`src/rtl/key_input_buffer.sv`:
```
// Keyboard front-end: case-folds received bytes, queues them in a first-word
// fall-through FIFO and keeps a timed "held key" for continuous player motion.
module key_input_buffer #(
    parameter int DEPTH       = 8,
    parameter int ADDR_W      = 3,
    parameter int HOLD_CYCLES = 2_500_000,
    parameter int CASE_FOLD   = 1
) (
    input  logic              clk,
    input  logic              rst,
    input  logic              rxDone,
    input  logic [7:0]        rxByte,
    input  logic              rd_en,
    input  logic              clr_ovf,
    output logic [7:0]        rd_data,
    output logic              empty,
    output logic              full,
    output logic [ADDR_W:0]   count,
    output logic              overflow,
    output logic [7:0]        held_key,
    output logic              key_valid
);

    localparam int                  TIMER_W    = $clog2(HOLD_CYCLES) + 1;
    localparam logic [TIMER_W-1:0]  TIMER_LOAD = TIMER_W'(HOLD_CYCLES - 1);
    localparam logic [ADDR_W:0]     DEPTH_CNT  = (ADDR_W + 1)'(DEPTH);

    typedef enum logic {IDLE, HOLD} hold_state_t;

    logic [7:0]         mem [DEPTH];
    logic [ADDR_W-1:0]  wr_ptr_reg, wr_ptr_next;
    logic [ADDR_W-1:0]  rd_ptr_reg, rd_ptr_next;
    logic [ADDR_W:0]    count_reg, count_next;
    logic               empty_reg, full_reg;
    logic               overflow_reg, overflow_next;

    hold_state_t        state_reg, state_next;
    logic [7:0]         held_reg, held_next;
    logic               key_valid_reg;
    logic [TIMER_W-1:0] timer_reg, timer_next;

    logic [7:0]         filt_byte;
    logic               accept, do_read, do_write;

    always_comb begin
        filt_byte = rxByte;
        if (CASE_FOLD != 0 && rxByte >= 8'h41 && rxByte <= 8'h5A)
            filt_byte = rxByte | 8'h20;
    end

    assign accept   = rxDone && (filt_byte != 8'h00);
    assign do_read  = rd_en && (count_reg != '0);
    // A pop in the same cycle frees a slot, so a write into a full FIFO succeeds.
    assign do_write = accept && ((count_reg != DEPTH_CNT) || do_read);

    always_comb begin
        wr_ptr_next   = wr_ptr_reg;
        rd_ptr_next   = rd_ptr_reg;
        count_next    = count_reg;
        overflow_next = overflow_reg;
        if (do_write)
            wr_ptr_next = wr_ptr_reg + 1'b1;
        if (do_read)
            rd_ptr_next = rd_ptr_reg + 1'b1;
        case ({do_write, do_read})
            2'b10:   count_next = count_reg + 1'b1;
            2'b01:   count_next = count_reg - 1'b1;
            default: count_next = count_reg;
        endcase
        if (accept && !do_write)
            overflow_next = 1'b1;
        else if (clr_ovf)
            overflow_next = 1'b0;
    end

    always_ff @(posedge clk) begin
        if (do_write)
            mem[wr_ptr_reg] <= filt_byte;
    end

    always_ff @(posedge clk or negedge rst) begin
        if (!rst) begin
            wr_ptr_reg   <= '0;
            rd_ptr_reg   <= '0;
            count_reg    <= '0;
            empty_reg    <= 1'b1;
            full_reg     <= 1'b0;
            overflow_reg <= 1'b0;
        end else begin
            wr_ptr_reg   <= wr_ptr_next;
            rd_ptr_reg   <= rd_ptr_next;
            count_reg    <= count_next;
            empty_reg    <= (count_next == '0);
            full_reg     <= (count_next == DEPTH_CNT);
            overflow_reg <= overflow_next;
        end
    end

    // Hold machine: a new key always replaces the old one and restarts the timer.
    always_comb begin
        state_next = state_reg;
        held_next  = held_reg;
        timer_next = timer_reg;
        if (accept) begin
            state_next = HOLD;
            held_next  = filt_byte;
            timer_next = TIMER_LOAD;
        end else if (state_reg == HOLD) begin
            if (timer_reg == '0) begin
                state_next = IDLE;
                held_next  = 8'h00;
            end else begin
                timer_next = timer_reg - TIMER_W'(1);
            end
        end
    end

    always_ff @(posedge clk or negedge rst) begin
        if (!rst) begin
            state_reg     <= IDLE;
            held_reg      <= 8'h00;
            key_valid_reg <= 1'b0;
            timer_reg     <= '0;
        end else begin
            state_reg     <= state_next;
            held_reg      <= held_next;
            key_valid_reg <= (held_next != 8'h00);
            timer_reg     <= timer_next;
        end
    end

    // Masking with empty hides stale memory words left behind by pops or reset.
    assign rd_data   = empty_reg ? 8'h00 : mem[rd_ptr_reg];
    assign empty     = empty_reg;
    assign full      = full_reg;
    assign count     = count_reg;
    assign overflow  = overflow_reg;
    assign held_key  = held_reg;
    assign key_valid = key_valid_reg;

endmodule

```
`config.mk`:
```
export PLATFORM = sky130hd
export DESIGN_NAME = key_input_buffer
export DESIGN_NICKNAME = d
export VERILOG_FILES = /design/src/rtl/key_input_buffer.sv
export SDC_FILE = /design/constraint.sdc
export NUM_CORES = 1
export LEC_CHECK = 0
export ABC_AREA = 0
export CORE_MARGIN = 2
export CORE_UTILIZATION = 33
export CTS_CLUSTER_DIAMETER = 150
export DETAILED_ROUTE_END_ITERATION = 8
export GPL_TIMING_DRIVEN = 0
export SETUP_SLACK_MARGIN = 0.02
export SLEW_MARGIN = 20
export SYNTH_ARGS = -nofsm -noshare
export SYNTH_HDL_FRONTEND = slang
export SYNTH_SLANG_ARGS = --single-unit
```
`constraint.sdc`:
```
create_clock -name clk -period 2.89 [get_ports clk]
set_input_delay 0.578 -clock clk [delete_from_list [all_inputs] [get_ports clk]]
set_output_delay 0.578 -clock clk [all_outputs]
set_load 0.01 [all_outputs]
```
# == Word level (Yosys, flattened, before mapping) ==
# Memories as Yosys holds them, arrays and structs flattened.
# Cells that the tools add are included.
# word_totals
register_bits,46
ramBits,64
in_bits,13
output_inout_bits,24
memories,1
# classes
add_sub_neg,5
magnitude_cmp,2
eq_ne,5
mux,16
reduce_logical,15
# memory_table
memory,words,width,read_ports,rd_ports_with_merged_regs,write_ports,line,rtl
mem,8,8,1,0,1,30,logic [7:0] mem [DEPTH];
# ops
operator,n
$mux W23,3
$mux W8,4
$logic_not A23 Y1,1
$sub A23 B1 Y23 const B,1
$reduce_bool A8 Y1,2
$ge A8 B7 Y1 const B,1
$le A8 B7 Y1 const B,1
$pmux W4 S2,1
$mux W1,7
$add A3 B1 Y3 const B,2
$mux W6,1
$logic_and A1 B1 Y1,5
$add A4 B1 Y4 const B,1
$eq A4 B4 Y1 const B,1
$logic_not A4 Y1,1
$ne A4 B4 Y1 const B,1
$reduce_bool A2 Y1,2
$reduce_bool A4 Y1,1
$sub A4 B1 Y4 const B,1
$eq A2 B1 Y1 const B,1
$eq A2 B2 Y1 const B,1
$ne A2 B2 Y1 const B,1
$reduce_and A2 Y1,1
$logic_not A1 Y1,1
$logic_or A1 B1 Y1,1

# == Longest topological paths before layout ==
# depth
depth_word,9
ltp_mapped,10
ltp_nobuf,9

# == Least setup slack after synthesis ==
# Ideal clock, no wire load.
# synth_timing
path_kind,input port to flip-flop
startpoint,input rxByte[0]
endpoint,register full_reg (netlist: full)
t_arrival_ns,2.639
required_ns,2.766
path_slack_ns,0.127
cell_stages,10
path_cell_list,or4_4 -> o21a_1 -> buf_6 -> nor2_4 -> ha_1 -> a21oi_1 -> nand2_1 -> nand3_1 -> o211ai_1 -> a211o_1
# synth_via
elab_chain_cells,9
elab_cells_between_ends,11
# synth_rtl
element,line,rtl
from (decl),12,"input logic [7:0] rxByte,"
$ge A8 B7 Y1 / $le A8 B7 Y1 (equally long branches),47,if (CASE_FOLD != 0 && rxByte >= 8'h41 && rxByte <= 8'h5A)
$logic_and A1 B1 Y1,47,
$mux W6 (*),47,
$reduce_bool A8 Y1 (*),51,assign accept = rxDone && (filt_byte != 8'h00);
$logic_and A1 B1 Y1 (*),51,
$logic_and A1 B1 Y1 (*),54,assign do_write = accept && ((count_reg != DEPTH_CNT) || do_read);
$eq A2 B1 Y1 / $eq A2 B2 Y1 (equally long branches),65,"case ({do_write, do_read})"
$pmux W4 S2 (*),65,
$eq A4 B4 Y1 (*),94,full_reg <= (count_next == DEPTH_CNT);
to (signal assigned),94,
to (decl),34,"logic empty_reg, full_reg;"
# Every way passes the cells marked *; elsewhere a longest branch is shown, timed or not.
# A chain may end at the register's enable or synchronous reset.

# == Worst setup path after layout ==
# layout_timing
startpoint,input rxDone
endpoint,memory mem[6][5] (enable)
# layout_via
elab_chain_cells,4
# layout_rtl
element,line,rtl
from (decl),11,"input logic rxDone,"
$logic_and A1 B1 Y1,51,
$logic_and A1 B1 Y1,54,
$mux W1,77,if (do_write)
$mux W1 (implied by the code),78,mem[wr_ptr_reg] <= filt_byte;
to (decl),30,
# Every way passes these cells.

==> run metrics <==
Routed Antenna Nets=0; Worst slew margin=0.437; CP Capture Type=register; number of synthesized flops with an enable pin=64; Starting Density=0.336; final hold vios=0; crit-path max FO=10; root buffer cell=clkbuf_16; post-synthesis cell count=between 300 and 400; initial antenna violation count=0; pre-CTS setup slack=-0.973 ns; drt drc=0; cell row count=45; worst r2r path cells=9; Critical Path AT=2.86 ns; I/O pin total=37; synthesis-to-finish area growth=22.3%; Core Area=15100 um^2; hold_buf cts=0; most area-hungry cell type in the Yosys netlist=edfxtp_1; sequential element share of the synthesized area=0.603; gp weighted congestion=0.827; Tmin final=about 2.9 ns; Synth Register Bits=110; synthesized net count=393; RR Endpoint=full$_DFF_PN0_; die width=128 um; Fmax achieved=approximately 350 MHz; layout cells sized above 1=0.225; pin count of the biggest net entering global routing=27; CTS Sinks=110; combinational group share of total power=0.343; Worst VDD drop=around 0.0004 V; met2 Usage GRT=0.232; final WL=10700 um; first-pass GRT wire length=17600 um; number of max-cap violations=0; met3 Use GR=0.0359; initial DRC count=between 150 and 200; Final Max Slew Viols=0; worst hold path type=in2async; Sw Pwr=approximately 1.6 mW; CTS H-Tree Depth=3; Total GRT Usage=0.140; synth top area cells=edfxtp_1 (38%), dfrtp_1 (22%), mux4_2 (7.1%); status=finished clean; routed length per instance=17.2 um; synthesis warning total=0; dpl hpwl=7490 um; GRT overflow=0; setup ws final=0.0165 ns; sequential power share=0.392; # port buffers=35; GR Layer Usage met1=0.179; Placed Cells=598; Largest register FFs=64; Final Cycle Share=0.994; vias after detailed routing=roughly 3300; most common cell in the netlist=edfxtp_1; P_int=3.61 mW; Die Ht=128 um; Sw Ratio=0.307; critical path class=in2reg; worst r2r src=count[1]$_DFF_PN0_; design area=6230 um^2; worst-margin pin slew=0.839 ns; clk_skew=approximately 0.0053 ns; top post-synthesis cells by count=edfxtp_1 (64), dfrtp_1 (45), nor2_1 (28); fin nets=450; synth unique cells=67; Finished Layout Cells=between 600 and 700; flop2flop setup slack=0.15 ns; die footprint=16500 um^2; Clk pin slew, worst setup/hold paths=around 0.070 ns; CTS tree=built; global routing's busiest layer=met2; synthesized area=5100 um^2; vias in the first global route=~3400; Final Util=0.412; Post-synth top flop=edfxtp_1; drt first pass iters=4; clock buffer depth=2; Ant. Diodes=0; placed inst area=5730 um^2; static leakage=roughly 2.3 nW; CTS buffer count=9; hold slack=0.188 ns; CP required=2.88 ns; vias per cell=5.25; top-area cell type share of the netlist area=0.377; RSZ-0062 raised after global routing=true; Avg Inst Size Synth=around 14 um^2; pwr dens=836 nW/um^2; Clock Latency Late Sink=0.36 ns; Worst Setup Start Kind=primary input; fillcell total=1408; asr flop ratio synth=0.418; clock network power share=0.264; Setup Viol. Count Final=0
==> cells in the final DEF (no fill, tap or decap), drive strengths merged, types with 2 or more instances in the layout <==
cell type	instances
nor3	17
o211ai	2
mux2i	11
o21a	3
and2	2
nand2b	3
clkdlybuf4s50	18
xnor2	17
or3	5
dlymetal6s2s	6
edfxtp	64
a211oi	2
dfrtp	45
a21oi	12
nand3b	2
ha	6
buf	26
nor2	29
nand3	15
nand2	24
bufinv	2
inv	12
and3	3
clkbuf	18
mux4	16
a31o	2
a31oi	2
xor2	2
o31ai	3
o21ai	12
dlygate4sd2	3
nor4	10
or4b	2
a22o	7
o41ai	2
or4	8
nand4	4
==> power groups by stage <==
stage	clock network [mW]	logic (mW)	registers, mW
floorplan	0	0.979	2.05
global placement	0	1.55	2.05
detailed placement	0	1.61	2.07
CTS	1.42	1.75	2.05
global route	1.48	1.94	2.07
finish	1.38	1.79	2.04
==> cell type report <==
cell class / count / area [um^2] / share of cell area
flip-flops and latches: 110 / 3070 / 0.493
multi-input cells: 239 / 2010 / 0.322
repair buffers: 46 / 429 / 0.0688
clock buffers: 10 / 239 / 0.0383
well taps: 188 / 235 / 0.0377
plain buffers: 15 / 114 / 0.0183
clock inverters: 6 / 100 / 0.0161
inverters: 9 / 33.8 / 0.00542
==> through the flow <==
| stage | TNS, ns | power [mW] |
|---|---|---|
| after CTS | -0.0457 | 5.21 |
| after floorplan | 0 | 3.03 |
| final | 0 | 5.21 |
| after global placement | -49.99 | 3.60 |
| after detailed placement | -27.63 | 3.68 |
| after global routing | -5.74 | 5.49 |
==> logic make-up (layout without fill, tap and decap cells) <==
family / count (synthesis) / count (layout) / share of synthesized area
simple gates: 132 / 132 / 0.152
mux: 28 / 28 / 0.0945
flops: 110 / 110 / 0.603
buf+inv: 24 / 86 / 0.0226
fa+ha+maj: 7 / 7 / 0.0187
compound gates: 53 / 53 / 0.0766
xor+xnor: 19 / 19 / 0.0327
==> routing by layer <==
metal,vias to the layer above,wire length (um)
li1,1542,-
met1,1652,4870
met2,59,5280
met3,19,362
met4,0,197
met5,-,0
==> what timing repair did <==
| item | in CTS | in global routing |
|---|---|---|
| pin swaps | 4 | 8 |
| buffers inserted | 7 | 2 |
| setup endpoints to repair | 45 | 40 |
| resized for setup | 36 | 27 |
==> worst max path at each step <==
stage,startpoint,cells past startpoint,end
finish,rxDone,6,mem[6][5]$_DFFE_PP_
global route,rxDone,6,mem[6][1]$_DFFE_PP_
CTS,rxDone,6,mem[4][1]$_DFFE_PP_
detailed placement,rxByte[0],11,full$_DFF_PN0_
global placement,rxByte[0],6,mem[0][0]$_DFFE_PP_
floorplan,rxByte[0],10,full$_DFF_PN0_
==> worst max-delay path, cell delays in order <==
cell,delay [ns]
clkdlybuf4s50_1,0.55
clkbuf_1,0.42
o21ai_4,0.21
a31oi_1,0.28
nand2_1,0.17
nor2_1,0.64
Power figures use the tool's default switching activity.
==> edit: new RTL, same flow settings <==
`CASE_FOLD`: 1 -> 0.
--- a/src/rtl/key_input_buffer.sv
+++ b/src/rtl/key_input_buffer.sv
@@ -5,5 +5,5 @@
     parameter int ADDR_W      = 3,
     parameter int HOLD_CYCLES = 2_500_000,
-    parameter int CASE_FOLD   = 1
+    parameter int CASE_FOLD   = 0
 ) (
     input  logic              clk,
Check against the original RTL: not equivalent (a bounded check fails within 4 cycles, from zero or initial values and one cycle with rst low).
==> edit against the unedited design <==
  * First-iteration DRC count is 21% higher
  * Critical endpoint is now full
  * Routed wire length fell by 6.4%
  * Largest power group unchanged
  * Largest cell class unchanged
  * Total power decreased by 5.6%
  * Hold slack got worse by 0.043 ns
  * Final cell count decreased by 4.5%
  * Sequential cell count did not move
  * Worst setup slack improved by 0.046 ns
  * Sequential share of layout area increased by 2.8 points
  * Cell area shrank 5.3%
  * Register-to-register slack got worse by 0.03 ns
  * Critical path depth increased by 5
  * Synthesized cell count fell by 5.4%
  * Synthesized area shrank 5.3%
==> edit: results (changes against the unedited design) <==
clock_latency_ns: 0.34  # -0.02 ns
cp_top_family: "simple AND/OR/NAND/NOR gates"
grt_pass1_wl_um: 16760  # -4.5%
dr.pass1.iters: 5  # +1
max_slew.worst_pin.slew_ns: 0.9304  # +0.09111 ns
power_density_nw_per_um2: 833.5  # -0.26%
synth-edff-count: 64  # unchanged
layout.cells.non_filler: 595  # -4.5%
synth_compound_area_frac: 0.09202  # +0.01541
seq_cell_power_mw: 2.04  # about the same
grt_usage: 0.1357  # -0.004676
fin_skew_ns: 0.008061  # +0.002719 ns
drive_gt1_frac: 0.1873  # -0.03794
largest_reg_flops: 64  # unchanged
cts_resized: 63  # +75%
hpwl_um: 7132  # -4.8%
post_cts_buffers: 8  # +1
ys_seq_area_frac: 0.6369  # +0.03362
antenna_found_initial: 0  # unchanged
placed_cell_area_um2: 5490  # -4.2%
clockRootBuffer: "clkbuf_16"
p_clk_frac: 0.244  # -0.020
synthAdderAreaFrac: 0.01711  # -0.001552
worstPathArrival_ns: 3.11  # +0.25 ns
p_leak_nw: 2.132  # -5.8%
vias_per_cell: 5.153  # -1.9%
dp_slack_ns: -0.9878  # -0.01454 ns
synthTopCellsByArea: "edfxtp_1 (40%), dfrtp_1 (23%), mux4_2 (7.5%)"
synthMuxAreaShare: 0.09590  # +0.001380
wire_per_inst_um: 16.84  # -2.0%
ys.flop_type: "edfxtp_1"
worstPathMaxFanout: 10  # unchanged
ant_nets: 0  # unchanged
ys_types: 45  # -33%
async_flop_share: 0.4182  # unchanged
largestPowerGroup: "sequential cells"
synth_warnings: 0  # unchanged
synth-xor-area-share: 0.01996  # -0.01270
crit_slowest_cell: "or4_4"
antenna_cells: 0  # unchanged
yosys-top-cells-count: "edfxtp_1 (64), dfrtp_1 (45), nor2_1 (28)"
io_buffers: 34  # -2.9%
cp_slowest_stage_delay_ns: 0.56  # -0.08 ns
p_sw_mw: 1.528  # -4.4%
yosys.area.top_type: "edfxtp_1"
synth_nets: 372  # -5.3%
peakVddDrop_mv: 0.2847  # -28%
dp_cells: 572  # -4.3%
grt_pass1_vias: 3123  # -7.7%
clkTransAtPathRegs_ns: 0.07  # about the same
grt_max_degree: 32  # +19%
status: "completed"
globalplace.congestion: 0.7710  # -6.7%
drt-initial-drc-count: 205  # +21%
final_nets: 425  # -5.6%
avgSynthCellArea_um2: 13.67  # about the same
-- edit: per-layer routing --
metal  up-vias  GRT usage  share of wire
met1      1528     0.1784           0.46
met3         4    0.03552          0.030
met5         -          0              0
met2        59     0.2273           0.51
li1       1475          -              -
met4         0    0.03203         0.0060
-- edit: path summary, 6_finish.rpt --
check | startpoint | cells past startpoint | slack [ns] | end
worst max-delay path | rxByte[5] | 11 | 0.06 | full
worst min-delay path | rst | 1 | 0.14 | timer_reg[7]
worst max register to register | count[2] | 10 | 0.12 | full
worst min register to register | timer_reg[21] | 1 | 0.53 | timer_reg[21]
max in group asynchronous | rst | 2 | 2.19 | empty
min in group clk | rxByte[5] | 1 | 0.50 | mem[6][5]
-- edit: layout make-up --
cell class                      count  area [µm²]
Fill cell                        1357        8521
Sequential cell                   110        3074
Multi-Input combinational cell    221        1762
Timing Repair Buffer               43       406.6
Tap cell                          184       230.2
Clock buffer                        9       225.2
Buffer                             16       115.1
Clock inverter                      7       71.32
Inverter                            5       18.77
